$ cat src/rtl/ariane_pkg.sv
// Shared types for the branch-prediction path.
// bht_update_t: one update to the branch history table (valid, pc, taken).
package ariane_pkg;

  typedef struct packed {
    logic        valid;
    logic [63:0] pc;
    logic        taken;
  } bht_update_t;

endpackage

$ cat src/rtl/bht_update_queue.sv
// bht_update_queue
//   Small FIFO that buffers resolved conditional-branch outcomes on their way
//   to the branch history table. The producer is never stalled: an eligible
//   resolution that finds the queue full (with no pop that cycle) is dropped
//   and counted in a saturating counter.
//
// Parameters
//   DEPTH  number of entries (power of two, 2..16)
//   CNT_W  width of the drop counter
//
// Ports
//   clk_i                rising-edge clock
//   rst_ni               synchronous active-low reset
//   flush_i              discard every queued entry (drop count kept)
//   debug_mode_i         ignore resolutions while high
//   resolve_valid_i      resolved control-flow instruction presented
//   resolve_is_branch_i  resolved instruction is a conditional branch
//   resolve_pc_i         PC of the resolved instruction
//   resolve_taken_i      actual branch outcome
//   resolve_ready_o      advisory: queue not full
//   bht_update_o         head entry (valid = queue not empty)
//   update_ready_i       consumer takes bht_update_o this cycle
//   dropped_cnt_o        saturating count of resolutions lost to a full queue
//   empty_o              queue holds no entries
module bht_update_queue #(
  parameter int unsigned DEPTH = 4,
  parameter int unsigned CNT_W = 16
) (
  input  logic                    clk_i,
  input  logic                    rst_ni,
  input  logic                    flush_i,
  input  logic                    debug_mode_i,
  input  logic                    resolve_valid_i,
  input  logic                    resolve_is_branch_i,
  input  logic [63:0]             resolve_pc_i,
  input  logic                    resolve_taken_i,
  output logic                    resolve_ready_o,
  output ariane_pkg::bht_update_t bht_update_o,
  input  logic                    update_ready_i,
  output logic [CNT_W-1:0]        dropped_cnt_o,
  output logic                    empty_o
);

  localparam int unsigned PTR_W = $clog2(DEPTH);
  localparam logic [PTR_W:0] FULL_CNT = (PTR_W + 1)'(DEPTH);

  logic [63:0]      pc_q    [DEPTH];
  logic             taken_q [DEPTH];
  logic [PTR_W-1:0] rd_ptr_q, wr_ptr_q;
  logic [PTR_W:0]   occ_q;
  logic [CNT_W-1:0] dropped_cnt_q;

  logic full, empty, eligible, push, pop, drop;

  always_comb begin
    full     = (occ_q == FULL_CNT);
    empty    = (occ_q == '0);
    eligible = resolve_valid_i & resolve_is_branch_i & ~debug_mode_i & ~flush_i;
    pop      = ~empty & update_ready_i;
    // A pop frees the slot in the same cycle, so a full queue can still accept.
    // When empty there is no pop, so the new entry only shows up next cycle.
    push     = eligible & (~full | pop);
    drop     = eligible & full & ~pop;
  end

  // Entry storage carries no reset; validity is tracked by the occupancy.
  always_ff @(posedge clk_i) begin
    if (push) begin
      pc_q[wr_ptr_q]    <= resolve_pc_i;
      taken_q[wr_ptr_q] <= resolve_taken_i;
    end
  end

  always_ff @(posedge clk_i) begin
    if (!rst_ni) begin
      rd_ptr_q      <= '0;
      wr_ptr_q      <= '0;
      occ_q         <= '0;
      dropped_cnt_q <= '0;
    end else begin
      if (flush_i) begin
        rd_ptr_q <= '0;
        wr_ptr_q <= '0;
        occ_q    <= '0;
      end else begin
        if (push) wr_ptr_q <= wr_ptr_q + 1'b1;
        if (pop)  rd_ptr_q <= rd_ptr_q + 1'b1;
        case ({push, pop})
          2'b10:   occ_q <= occ_q + 1'b1;
          2'b01:   occ_q <= occ_q - 1'b1;
          default: occ_q <= occ_q;
        endcase
      end
      if (drop && dropped_cnt_q != '1) begin
        dropped_cnt_q <= dropped_cnt_q + 1'b1;
      end
    end
  end

  always_comb begin
    bht_update_o.valid = ~empty;
    bht_update_o.pc    = pc_q[rd_ptr_q];
    bht_update_o.taken = taken_q[rd_ptr_q];
  end

  assign resolve_ready_o = ~full;
  assign empty_o         = empty;
  assign dropped_cnt_o   = dropped_cnt_q;

endmodule
$ cat config.mk
export PLATFORM = sky130hd
export DESIGN_NAME = bht_update_queue
export DESIGN_NICKNAME = d
export VERILOG_FILES = /design/src/rtl/ariane_pkg.sv /design/src/rtl/bht_update_queue.sv
export SDC_FILE = /design/constraint.sdc
export NUM_CORES = 1
export LEC_CHECK = 0
export ABC_AREA = 1
export BUFFER_PORTS_ARGS = -buffer_cell sky130_fd_sc_hd__buf_2
export CAP_MARGIN = 30
export CORE_AREA = 2 2 122 212
export CTS_CLUSTER_DIAMETER = 120
export DETAILED_ROUTE_END_ITERATION = 8
export DIE_AREA = 0 0 124 214
export MAX_ROUTING_LAYER = met4
export PLACE_DENSITY = 0.7
export SLEW_MARGIN = 30
export SYNTH_ARGS = -nofsm -noshare
export SYNTH_HDL_FRONTEND = slang
export SYNTH_SLANG_ARGS = --single-unit
$ cat constraint.sdc
create_clock -name clk_i -period 12.2 [get_ports clk_i]
set_input_delay 2.44 -clock clk_i [delete_from_list [all_inputs] [get_ports clk_i]]
set_output_delay 2.44 -clock clk_i [all_outputs]
set_load 0.01 [all_outputs]
# Word level (Yosys, flattened, before mapping)
# Memory sizes are Yosys's and may differ from the RTL's. A register that Yosys moved wholly into a read port is not among the register bits.
# Index checks and enable logic that the tools add are counted.
# W data, S select, Z words.
# word_totals
regBits	23
latch_bits	0
ramBits	260
mem_bits_ro	0
in_bits	72
output_inout_bits	84
memories	2
# mem_list
memory	depth	width	rd	rd_clocked_by_memory_dff	write_ports	line_no	rtl
pc_q	4	64	1	1	1	bht_update_queue.sv:47	logic [63:0] pc_q [DEPTH];
taken_q	4	1	1	1	1	bht_update_queue.sv:48	logic taken_q [DEPTH];
# classes
addsub	5
n_mul	0
n_div	0
order_cmp	0
n_eq_ne	4
shifts	0
mux	7
bitwise_logic	14
reduce_logical	4
# op_table
op	count
$add A16 B1 Y16 const B	1
$ne A16 B16 Y1 const B	1
$mux W2	4
$and A1 B1 Y1	7
$not A1 Y1	6
$pmux W3 S2	1
$add A2 B1 Y2 const B	2
$add A3 B1 Y3 const B	1
$eq A3 B3 Y1 const B	1
$logic_not A3 Y1	1
$sub A3 B1 Y3 const B	1
$eq A2 B1 Y1 const B	1
$eq A2 B2 Y1 const B	1
$mux W1	2
$reduce_bool A2 Y1	1
$reduce_or A2 Y1	1
$logic_and A1 B1 Y1	1
$or A1 B1 Y1	1

# Logic depth before layout (Yosys ltp)
# Gate-level depths: netlist of run 1.
# depth
depth_word	7
ltp_mapped	11

# Worst setup path before layout of run 1
# OpenSTA, ideal clock, no wires.
# synth_path
path_type	input to register
start	input port resolve_valid_i
end	memory pc_q[0][0] (enable)
setup_ns	0.489
t_arrival_ns	5.593
required_time_ns	11.711
setup_slack_ns	6.119
path_stages	4
n_path_buf	0
path_cell_list	nand2_1 nor3_4 nand2_1 nor2_1
# synth_between
elab_chain_len	6
# synth_rtl
element	line_no	rtl
start, declared	bht_update_queue.sv:33	input logic resolve_valid_i,
$and A1 B1 Y1 (3 in a row)	bht_update_queue.sv:58	eligible = resolve_valid_i & resolve_is_branch_i & ~debug_mode_i & ~flush_i;
$and A1 B1 Y1	bht_update_queue.sv:62	push = eligible & (~full | pop);
$mux W1	bht_update_queue.sv:68	if (push) begin
$mux W1 (not written as such)	bht_update_queue.sv:69	pc_q[wr_ptr_q] <= resolve_pc_i;
end, declared	bht_update_queue.sv:47	
# No other way between the ends.

==> impl_metrics.csv, run 1 <==
group,metric,value,unit
worst_setup_path,required,9.76,ns
yosys,syn_area,11000,um^2
place,post-place-ws,7.13,ns
sta,setup_viol,0,
cells_and_area,drive_gt1_share,22.5,%
clock_network,cts_tree,"built",
worst_setup_path,slowest_delay,0.75,ns
pwr,ir_drop,97.0,uV
yosys,synth_cell_type_count,28,
cells_and_area,syn2layout_area_growth,16.6,%
clock_network,cts_resized,0,
yosys,synthFlopType,"edfxtp_1",
clock_network,cts_setup_buffers,0,
yosys,syn_inst,840,
worst_setup_path,cp_slowest_cell,"clkinv_2",
floorplan,die_w,124,um
sta,post-route-period-util,45.7,%
route,dr.pass1.iters,4,
place,place.detailed.hpwl,14.0,mm
status,status,"complete, no violations",
yosys,synth_area_leader_cell,"edfxtp_1",
route,routedWlPerCell,18.1,um
route,drtIter0Drc,565,
sta,period_needed,5.57,ns
floorplan,core_area,24700,um^2
grt,grt_usage,18.4,%
worst_setup_path,r2r_slack,10.21,ns
worst_setup_path,endpoint_kind,"output pin",
route,route.detailed.drc,0,
yosys,synth_edf_count,260,
sta,rsz0062_at_grt,"false",
sta,final_hold_viol_count,0,
sta,fin_worst_skew,0.0126,ns
cells_and_area,layout.nets,1062,
sta,final.setup.tns,0,ns
sta,fin_ws,6.63,ns
clock_network,numCtsBuffers,25,
yosys,yosys_warnings,0,
worst_setup_path,cp-start-kind,"flip-flop",
floorplan,die_height,214,um
yosys,syn_nets,918,
yosys,synth-seq-cells,285,
clock_network,cts.sinks,285,
pwr,power_leakage,0.00449,uW
yosys,ys_seq_area_share,75.5,%
sta,worstMarginPinSlew,0.806,ns
clock_network,clk_path_buf_depth,3,
floorplan,start_util,44.5,%
yosys,synthTopCellsByArea,"edfxtp_1 (71%), o21ai_0 (6.2%), nor2_1 (5.5%), dfxtp_1 (4.5%), o22ai_1 (3.7%)",
cells_and_area,fillers,2112,
grt,grt_start_max_net_pins,85,
clock_network,clockRootBuffer,"clkbuf_16",
worst_setup_path,critPathTopFamily,"buffers and inverters",
worst_setup_path,timing_worst_setup_path_type,"reg2out",
yosys,synth_top_area_share,70.9,%
worst_setup_path,path_max_fanout,70,
grt,grt-ovfl-total,0,
grt,grt_first_pass_wirelength,36.7,mm
pwr,p_per_area,145,nW/um^2
floorplan,rows,76,
route,viasPerCell,5.32,
yosys,ys_async_sr_fraction,0,%
sta,clock.fmax,180,MHz
route,drt-total-wl,23.8,mm
place,gp_congestion,0.785,
run,maxCapViolCount,0,
place,portBuffers,155,
yosys,synth_commonest_cells,"edfxtp_1 (260), nor2_1 (161), o21ai_0 (137), o22ai_1 (65), nand2_1 (49)",
grt,grt_pass1_vias,6859,
route,vias,7001,
grt,antenna_found_initial,5,
route,ant_nets,0,
sta,drv_slew,0,
floorplan,die_area,26500,um^2
sta,max_slew_margin,46.3,%
clock_network,hold_buffers,0,
yosys,syn_avg_cell_area,13.1,um^2
clock_network,cts.clk_slew.worst_paths,0.06,ns
floorplan,io_pins,156,
worst_hold_path,hold_class,"reg2reg",
clock_network,cts_htree_levels,1,
yosys,post-synth-top-count-cell,"edfxtp_1",
worst_setup_path,crit_chain,"clkinv_2 -> buf_4 -> o21ai_0 -> o22ai_1 -> buf_2",
clock_network,clock_latency,0.54,ns
worst_setup_path,cp_num_buf_inv,3,
worst_setup_path,critical_path_arrival,3.13,ns
## worst reg2reg max path: stages, from the launching register on
cell and delay, ns:
dfxtp_1 0.34, inv_2 0.08, nand4_1 0.10, nand2_1 0.30, nor2_4 0.18, buf_6 0.51
## layer usage
| metal | part of all wire, % | global-route usage [%] | routed length [um] |
|---|---|---|---|
| met3 | 6.6 | 3.57 | 1560 |
| met5 | 0 | - | 0 |
| met1 | 36 | 20.5 | 8680 |
| met2 | 54 | 32.4 | 12900 |
| met4 | 2.5 | 6.25 | 599 |
## flip-flops by register name, indices dropped and copies added (netlist names), named ones only
signal and count:
taken_q 4, wr_ptr_q 2, dropped_cnt_o 16, rd_ptr_q 2, occ_q 3, pc_q 256
## cells in the final DEF (no fill, tap or decap), types with 2 or more instances in the layout
cell       instances
clkbuf_1           5
clkinv_2           3
buf_2            155
a21oi_1           17
clkinv_1           6
o21ai_0          137
nor2_1           157
inv_2              2
buf_6              4
inv_1             23
xor2_1             5
nor2_2             2
nand2_1           49
nor2_4             6
ha_1               5
nand3_1           12
nand2_2            9
nand4_1            7
clkbuf_16         25
diode_2            5
dfxtp_1           23
xnor2_1            2
buf_4              3
o22ai_1           65
edfxtp_1         260
a21oi_2            4
inv_6              3
## layout make-up
class | instances | area (um^2) | share of cell area, %
sequential | 285 | 8310 | 64.8
multi-input combinational | 483 | 2430 | 18.9
timing repair buffer | 162 | 843 | 6.57
clock buffer | 30 | 644 | 5.02
tap | 312 | 390 | 3.04
inverter | 27 | 105 | 0.819
clock inverter | 13 | 96.3 | 0.751
antenna | 5 | 12.5 | 0.0975
## path summary, 6_finish.rpt
kind / start / end / cells past startpoint
max: flip-flop / bht_update_o[33] / 5
min: rd_ptr_q[1]$_SDFFE_PP0P_ / flip-flop / 2
max reg2reg: occ_q[0]$_SDFFE_PP0P_ / pc_q[1][2]$_DFFE_PP_ / 5
min reg2reg: rd_ptr_q[1]$_SDFFE_PP0P_ / flip-flop / 2
## power breakdown
part           switching [uW]  leakage [uW]  internal (uW)
Combinational            33.6       0.00159           18.0
Sequential               1.90       0.00254           1070
Clock                     335      0.000359            398
Total                     371       0.00449           1490
## kinds of logic (layout without fill, tap and decap cells)
logic type	after synthesis	count (layout)	synth area share, %
DFF	285	285	75.5
other	0	5	0
AOI/OAI and AO/OA	224	224	11.1
buffers and inverters	72	232	2.72
adders and majority gates	6	6	0.750
and+or+nand+nor	246	246	9.40
xor gates and xnor gates	7	7	0.557
## metrics by stage
step / cell area [um^2] / power [uW] / std cells / hold WS [ns] / util, %
floorplan: 11000 / 1110 / 840 / 0.436 / -
global placement: 12100 / 1140 / 1269 / 0.449 / 48.8
detailed placement: 12100 / 1140 / 1269 / 0.457 / 48.8
CTS: 12800 / 1880 / 1312 / 0.475 / 51.8
global route: 12800 / 1910 / 1317 / 0.507 / 51.9
finish: 12800 / 1860 / 1317 / 0.469 / 51.9
Power figures use the tool's default switching activity.
==> run 2: changes to the inputs <==
--- a/config.mk
+++ b/config.mk
@@ -5,15 +5,15 @@
 export SDC_FILE = /design/constraint.sdc
 export NUM_CORES = 1
 export LEC_CHECK = 0
-export ABC_AREA = 1
+export ABC_AREA = 0
 export BUFFER_PORTS_ARGS = -buffer_cell sky130_fd_sc_hd__buf_2
 export CAP_MARGIN = 30
-export CORE_AREA = 2 2 122 212
+export CORE_AREA = 2 2 120 210
 export CTS_CLUSTER_DIAMETER = 120
 export DETAILED_ROUTE_END_ITERATION = 8
-export DIE_AREA = 0 0 124 214
+export DIE_AREA = 0 0 122 212
 export MAX_ROUTING_LAYER = met4
-export PLACE_DENSITY = 0.7
+export PLACE_DENSITY = 0.73
 export SLEW_MARGIN = 30
 export SYNTH_ARGS = -nofsm -noshare
 export SYNTH_HDL_FRONTEND = slang
==> constraint.sdc (replaced) <==
create_clock -name clk_i -period 4.5 [get_ports clk_i]
set_input_delay 0.9 -clock clk_i [delete_from_list [all_inputs] [get_ports clk_i]]
set_output_delay 0.9 -clock clk_i [all_outputs]
set_load 0.01 [all_outputs]
==> run 2 against run 1 <==
  * Non-clock buffer count unchanged
  * Synthesized area down 2.5%
  * Setup slack worse by 5.4 ns
  * Hold slack better by 0.037 ns
  * Critical endpoint is now bht_update_o[37]
  * Utilization up 0.92 points
  * Register-to-register slack worse by 7.9 ns
  * First-iteration DRC count down 43%
  * Clock power rose to 2.9 times the previous value
  * Highest routed layer unchanged
  * Final cell count down 24%
  * Critical path depth down 2
  * Routed wire length down 12%
==> impl_metrics.csv, run 2 <==
group,metric,value,unit
floorplan,die_height,212,um
yosys,syn_inst,500,
floorplan,die_area,25900,um^2
place,gp_congestion,0.862,
clock_network,cts_htree_levels,1,
cells_and_area,drive_gt1_share,40.1,%
yosys,yosys_warnings,0,
route,drtIter0Drc,323,
place,dp.cells,951,
place,place.detailed.hpwl,13.1,mm
place,portBuffers,155,
yosys,synth_edf_count,260,
yosys,syn_area,10700,um^2
worst_setup_path,required,3.60,ns
clock_network,cts_setup_buffers,0,
yosys,synth_commonest_cells,"edfxtp_1 (260), mux4_2 (65), dfxtp_1 (25), nand2_1 (16)",
route,vias,5417,
sta,fin_worst_skew,0.0160,ns
pwr,p_per_area,404,nW/um^2
route,ant_nets,0,
sta,post-route-period-util,73.5,%
yosys,syn_avg_cell_area,21.5,um^2
yosys,synth_top_area_share,72.7,%
grt,grt_start_max_net_pins,66,
floorplan,core_area,24200,um^2
worst_setup_path,critical_path_arrival,2.41,ns
clock_network,numCtsBuffers,26,
sta,max_slew_margin,61.5,%
yosys,post-synth-top-count-cell,"edfxtp_1",
status,status,"complete, no violations",
grt,grt_usage,16.8,%
cells_and_area,fillers,1904,
floorplan,start_util,44.3,%
grt,grt_pass1_vias,6028,
route,drt-total-wl,20.9,mm
sta,final_hold_viol_count,0,
clock_network,cts.clk_slew.worst_paths,0.06,ns
cells_and_area,postLayoutCoreUtil,52.8,%
run,maxCapViolCount,0,
cells_and_area,final_cell_mix,"edfxtp_1 (260), buf_2 (155), mux4_2 (65), clkbuf_16 (27), dfxtp_1 (23)",
clock_network,cts_tree,"built",
yosys,synth_area_leader_cell,"edfxtp_1",
sta,period_needed,3.31,ns
sta,final.setup.tns,0,ns
cells_and_area,layout.nets,747,
clock_network,cts.sinks,285,
yosys,ys_async_sr_fraction,0,%
place,post-place-ws,1.68,ns
worst_hold_path,hold_class,"reg2reg",
clock_network,clk_path_buf_depth,3,
route,route.detailed.drc,0,
route,viasPerCell,5.39,
sta,worstMarginPinSlew,0.577,ns
sta,drv_slew,0,
cells_and_area,largest_reg_flops,256,
clock_network,clockRootBuffer,"clkbuf_16",
yosys,synthFlopType,"edfxtp_1",
worst_setup_path,cp-start-kind,"flip-flop",
route,routedWlPerCell,20.8,um
cells_and_area,layout_commonest_cell,"edfxtp_1",
cells_and_area,instances_no_fill,1005,
yosys,synth_cell_type_count,44,
sta,clock.fmax,302,MHz
clock_network,cts_resized,0,
route,dr.pass1.iters,4,
floorplan,die_w,122,um
grt,grt-ovfl-total,0,
sta,rsz0062_at_grt,"false",
clock_network,clock_latency,0.53,ns
worst_setup_path,endpoint_kind,"output pin",
pwr,ir_drop,258,uV
worst_setup_path,timing_worst_setup_path_type,"reg2out",
worst_setup_path,path_max_fanout,40,
floorplan,io_pins,156,
sta,setup_viol,0,
floorplan,rows,76,
cells_and_area,syn2layout_area_growth,19.4,%
yosys,synth-seq-cells,285,
yosys,syn_nets,578,
yosys,ys_seq_area_share,77.4,%
sta,fin_ws,1.19,ns
grt,antenna_found_initial,5,
yosys,synthTopCellsByArea,"edfxtp_1 (73%), mux4_2 (14%), dfxtp_1 (4.7%), mux2i_1 (0.65%), ha_1 (0.58%)",
pwr,power_leakage,0.00422,uW
grt,grt_first_pass_wirelength,32.1,mm
cells_and_area,regMostFlops,"pc_q",
clock_network,hold_buffers,0,
-- run 2: critical path: stages (launching register included) --
cell     delay (ns)
dfxtp_4        0.70
buf_12         0.38
mux4_2         0.59
buf_2          0.17
-- run 2: path summary, 6_finish.rpt --
| kind | startpoint | endpoint | slack [ns] | cells after the start |
|---|---|---|---|---|
| worst max-delay path | flip-flop | bht_update_o[37] | 1.19 | 3 |
| worst min-delay path | dropped_cnt_o[15]$_SDFFE_PN0P_ | dropped_cnt_o[15]$_SDFFE_PN0P_ | 0.51 | 2 |
| worst max register to register | occ_q[1]$_SDFFE_PP0P_ | occ_q[2]$_SDFFE_PP0P_ | 2.28 | 7 |
| worst min register to register | dropped_cnt_o[15]$_SDFFE_PN0P_ | dropped_cnt_o[15]$_SDFFE_PN0P_ | 0.51 | 2 |
-- run 2: power by group --
| group | switching (uW) | total (uW) | internal [uW] |
|---|---|---|---|
| clock network | 913 | 2140 | 1230 |
| registers | 6.16 | 2900 | 2900 |
| logic | 72.6 | 129 | 56.8 |
-- run 2: kinds of logic (layout without fill, tap and decap cells) --
family	Yosys count	count (layout)	share of synthesized area (%)
mux	72	72	14.3
flops	285	285	77.4
simple gates	75	75	4.29
compound gates	30	30	1.90
buf+inv	29	217	1.11
fa+ha+maj	6	6	0.769
xor+xnor	3	3	0.245
other cells	0	5	0
-- run 2: final cells by class --
class	instances	area (um^2)	area share (%)
Antenna cell	5	12.5	0.0977
Clock buffer	39	761	5.94
Clock inverter	8	72.6	0.566
Inverter	8	30.0	0.234
Multi-Input combinational cell	186	2330	18.2
Sequential cell	285	8320	64.9
Tap cell	312	390	3.05
Timing Repair Buffer	162	903	7.05
-- run 2: metal layers --
metal  up-vias  routed length [um]  part of all wire (%)  global-route usage (%)
met5         -                   0                     0                       -
met4         0                 548                   2.6                    6.22
met3        41                1140                   5.4                    3.06
met2       161               11700                    56                    30.4
met1      2784                7530                    36                    18.2
li1       2431                   -                     -                       -
-- run 2: through the flow --
stage | hold slack (ns) | instance area, um^2 | power (uW)
final | 0.506 | 12800 | 5170
after global routing | 0.537 | 12800 | 5340
after CTS | 0.501 | 12800 | 5230
after detailed placement | 0.489 | 11900 | 3090
after global placement | 0.476 | 11900 | 3080
after floorplan | 0.485 | 10700 | 3010
==> run 3: changes to the inputs <==
--- a/config.mk
+++ b/config.mk
@@ -13,7 +13,7 @@
 export DETAILED_ROUTE_END_ITERATION = 8
 export DIE_AREA = 0 0 122 212
 export MAX_ROUTING_LAYER = met4
-export PLACE_DENSITY = 0.73
+export PLACE_DENSITY = 0.71
 export SLEW_MARGIN = 30
 export SYNTH_ARGS = -nofsm -noshare
 export SYNTH_HDL_FRONTEND = slang
==> constraint.sdc (replaced) <==
create_clock -name clk_i -period 3.05 [get_ports clk_i]
set_input_delay 0.61 -clock clk_i [delete_from_list [all_inputs] [get_ports clk_i]]
set_output_delay 0.61 -clock clk_i [all_outputs]
set_load 0.01 [all_outputs]
==> run 3 against run 2 <==
  * Non-clock buffer count unchanged
  * Combinational power up 48%
  * Count of clock-buffer cells in the layout down 10
  * Via count down 0.74%
  * Register-to-register slack worse by 1.4 ns
  * Clock power up 40%
  * First-iteration DRC count up 14%
  * Critical path type unchanged
==> impl_metrics.csv, run 3 (same netlist as run 2, synthesis figures left out) <==
group,metric,value,unit
worst_setup_path,critical_path_arrival,2.11,ns
route,vias,5377,
worst_hold_path,hold_depth,1,
worst_setup_path,crit_chain,"buf_12 -> mux4_2 -> buf_2",
worst_setup_path,path_max_fanout,65,
worst_setup_path,cp_num_buf_inv,2,
cells_and_area,postLayoutCoreUtil,52.6,%
clock_network,clk_path_buf_depth,3,
sta,drv_slew,0,
sta,fin_worst_skew,0.00601,ns
worst_setup_path,r2r_cells,3,
clock_network,cts_setup_buffers,0,
clock_network,clockRootBuffer,"clkbuf_16",
route,ant_nets,0,
worst_hold_path,min_from,"resolve_pc_i[0]",
clock_network,clock_latency,0.51,ns
sta,rsz0062_at_grt,"false",
status,status,"complete, no violations",
clock_network,cts_htree_levels,1,
place,gp_congestion,0.723,
cells_and_area,layout_commonest_cell,"edfxtp_1",
pwr,p_per_area,585,nW/um^2
worst_setup_path,cp.depth,3,
route,drt-total-wl,20.3,mm
worst_setup_path,timing_worst_setup_path_type,"reg2out",
cells_and_area,drive_gt1_share,40.5,%
clock_network,cts.clk_slew.worst_paths,0.07,ns
worst_setup_path,cp-start-kind,"flip-flop",
floorplan,die_w,122,um
place,portBuffers,155,
floorplan,io_pins,156,
cells_and_area,largest_reg_flops,256,
worst_setup_path,critPathTopFamily,"buffers and inverters",
grt,grt_start_max_net_pins,66,
place,place.detailed.hpwl,12.6,mm
grt,grt_pass1_vias,5813,
route,viasPerCell,5.38,
floorplan,core_area,24200,um^2
sta,final_hold_viol_count,0,
clock_network,cts.sinks,285,
worst_setup_path,slowest_delay,0.61,ns
grt,antenna_found_initial,4,
cells_and_area,layout.nets,745,
worst_setup_path,cp_slowest_cell,"mux4_2",
floorplan,die_area,25900,um^2
grt,grt_first_pass_wirelength,30.8,mm
run,maxCapViolCount,0,
floorplan,rows,76,
route,dr.pass1.iters,4,
clock_network,numCtsBuffers,24,
clock_network,cts_resized,0,
route,routedWlPerCell,20.3,um
route,drtIter0Drc,367,
worst_hold_path,hold_class,"in2reg",
pwr,power_leakage,0.00420,uW
pwr,fin_total_pwr,7460,uW
sta,setup_viol,0,
sta,post-route-period-util,89.1,%
sta,max_slew_margin,56.5,%
clock_network,hold_buffers,0,
cells_and_area,final_cell_mix,"edfxtp_1 (260), buf_2 (155), mux4_2 (65), clkbuf_16 (25), dfxtp_1 (23)",
sta,worstMarginPinSlew,0.652,ns
pwr,ir_drop,446,uV
worst_setup_path,r2r-start,"occ_q[0]$_SDFFE_PP0P_",
worst_setup_path,required,2.44,ns
cells_and_area,syn2layout_area_growth,18.8,%
route,route.detailed.drc,0,
worst_setup_path,endpoint_kind,"output pin",
clock_network,cts_tree,"built",
grt,grt-ovfl-total,0,
floorplan,die_height,212,um
sta,final.setup.tns,0,ns
cells_and_area,regMostFlops,"pc_q",
grt,grt_usage,16.1,%
sta,clock.fmax,368,MHz
floorplan,start_util,44.3,%
sta,period_needed,2.72,ns
[run 3: cell count changes in the layout (fill, tap and decap cells not counted), sizes merged]
cell      before  now
clkinvlp       2    1
clkbuf        39   29
bufinv         1    2
clkinv         4   10
diode          5    4
[run 3: worst reg2reg max path, cell delays in order, from the launching register on]
cell	delay (ns)
dfxtp_1	0.39
or4b_2	0.80
and3_4	0.43
buf_12	0.27
[run 3: final cells by class]
| class | instances | area (um^2) |
|---|---|---|
| clock buffer | 29 | 651 |
| inverter | 8 | 30.0 |
| multi-input combinational | 186 | 2330 |
| timing repair buffer | 162 | 903 |
| tap | 312 | 390 |
| antenna | 4 | 10.0 |
| clock inverter | 14 | 123 |
| sequential | 285 | 8320 |
| fill | 1910 | 11500 |
[run 3: where the power goes]
group | internal [uW] | switching [uW]
clock network | 1690 | 1300
logic | 83.7 | 108
registers | 4270 | 6.15
[run 3: per-layer routing]
layer | track usage (%) | wire length [um] | vias to the layer above
met3 | 3.06 | 1050 | 24
met2 | 28.5 | 11200 | 152
met4 | 5.67 | 425 | 0
met5 | - | 0 | -
li1 | - | - | 2428
met1 | 18.2 | 7580 | 2773
[run 3: final timing paths]
check | endpoint | slack, ns
setup / recovery | bht_update_o[29] | 0.33
hold / removal | pc_q[1][0]$_DFFE_PP_ | 0.31
setup reg to reg | pc_q[1][51]$_DFFE_PP_ | 0.88
hold reg to reg | dropped_cnt_o[4]$_SDFFE_PN0P_ | 0.50
[run 3: through the flow]
stage               instance area, um^2  cells  worst slack, ns  hold WS [ns]
finish                            12700   1000            0.333         0.311
global route                      12700   1000            0.205         0.298
CTS                               12700    996            0.272         0.282
detailed placement                12000    953            0.524         0.491
global placement                  11900    949            0.467         0.464
floorplan                         10700    500            0.544         0.485
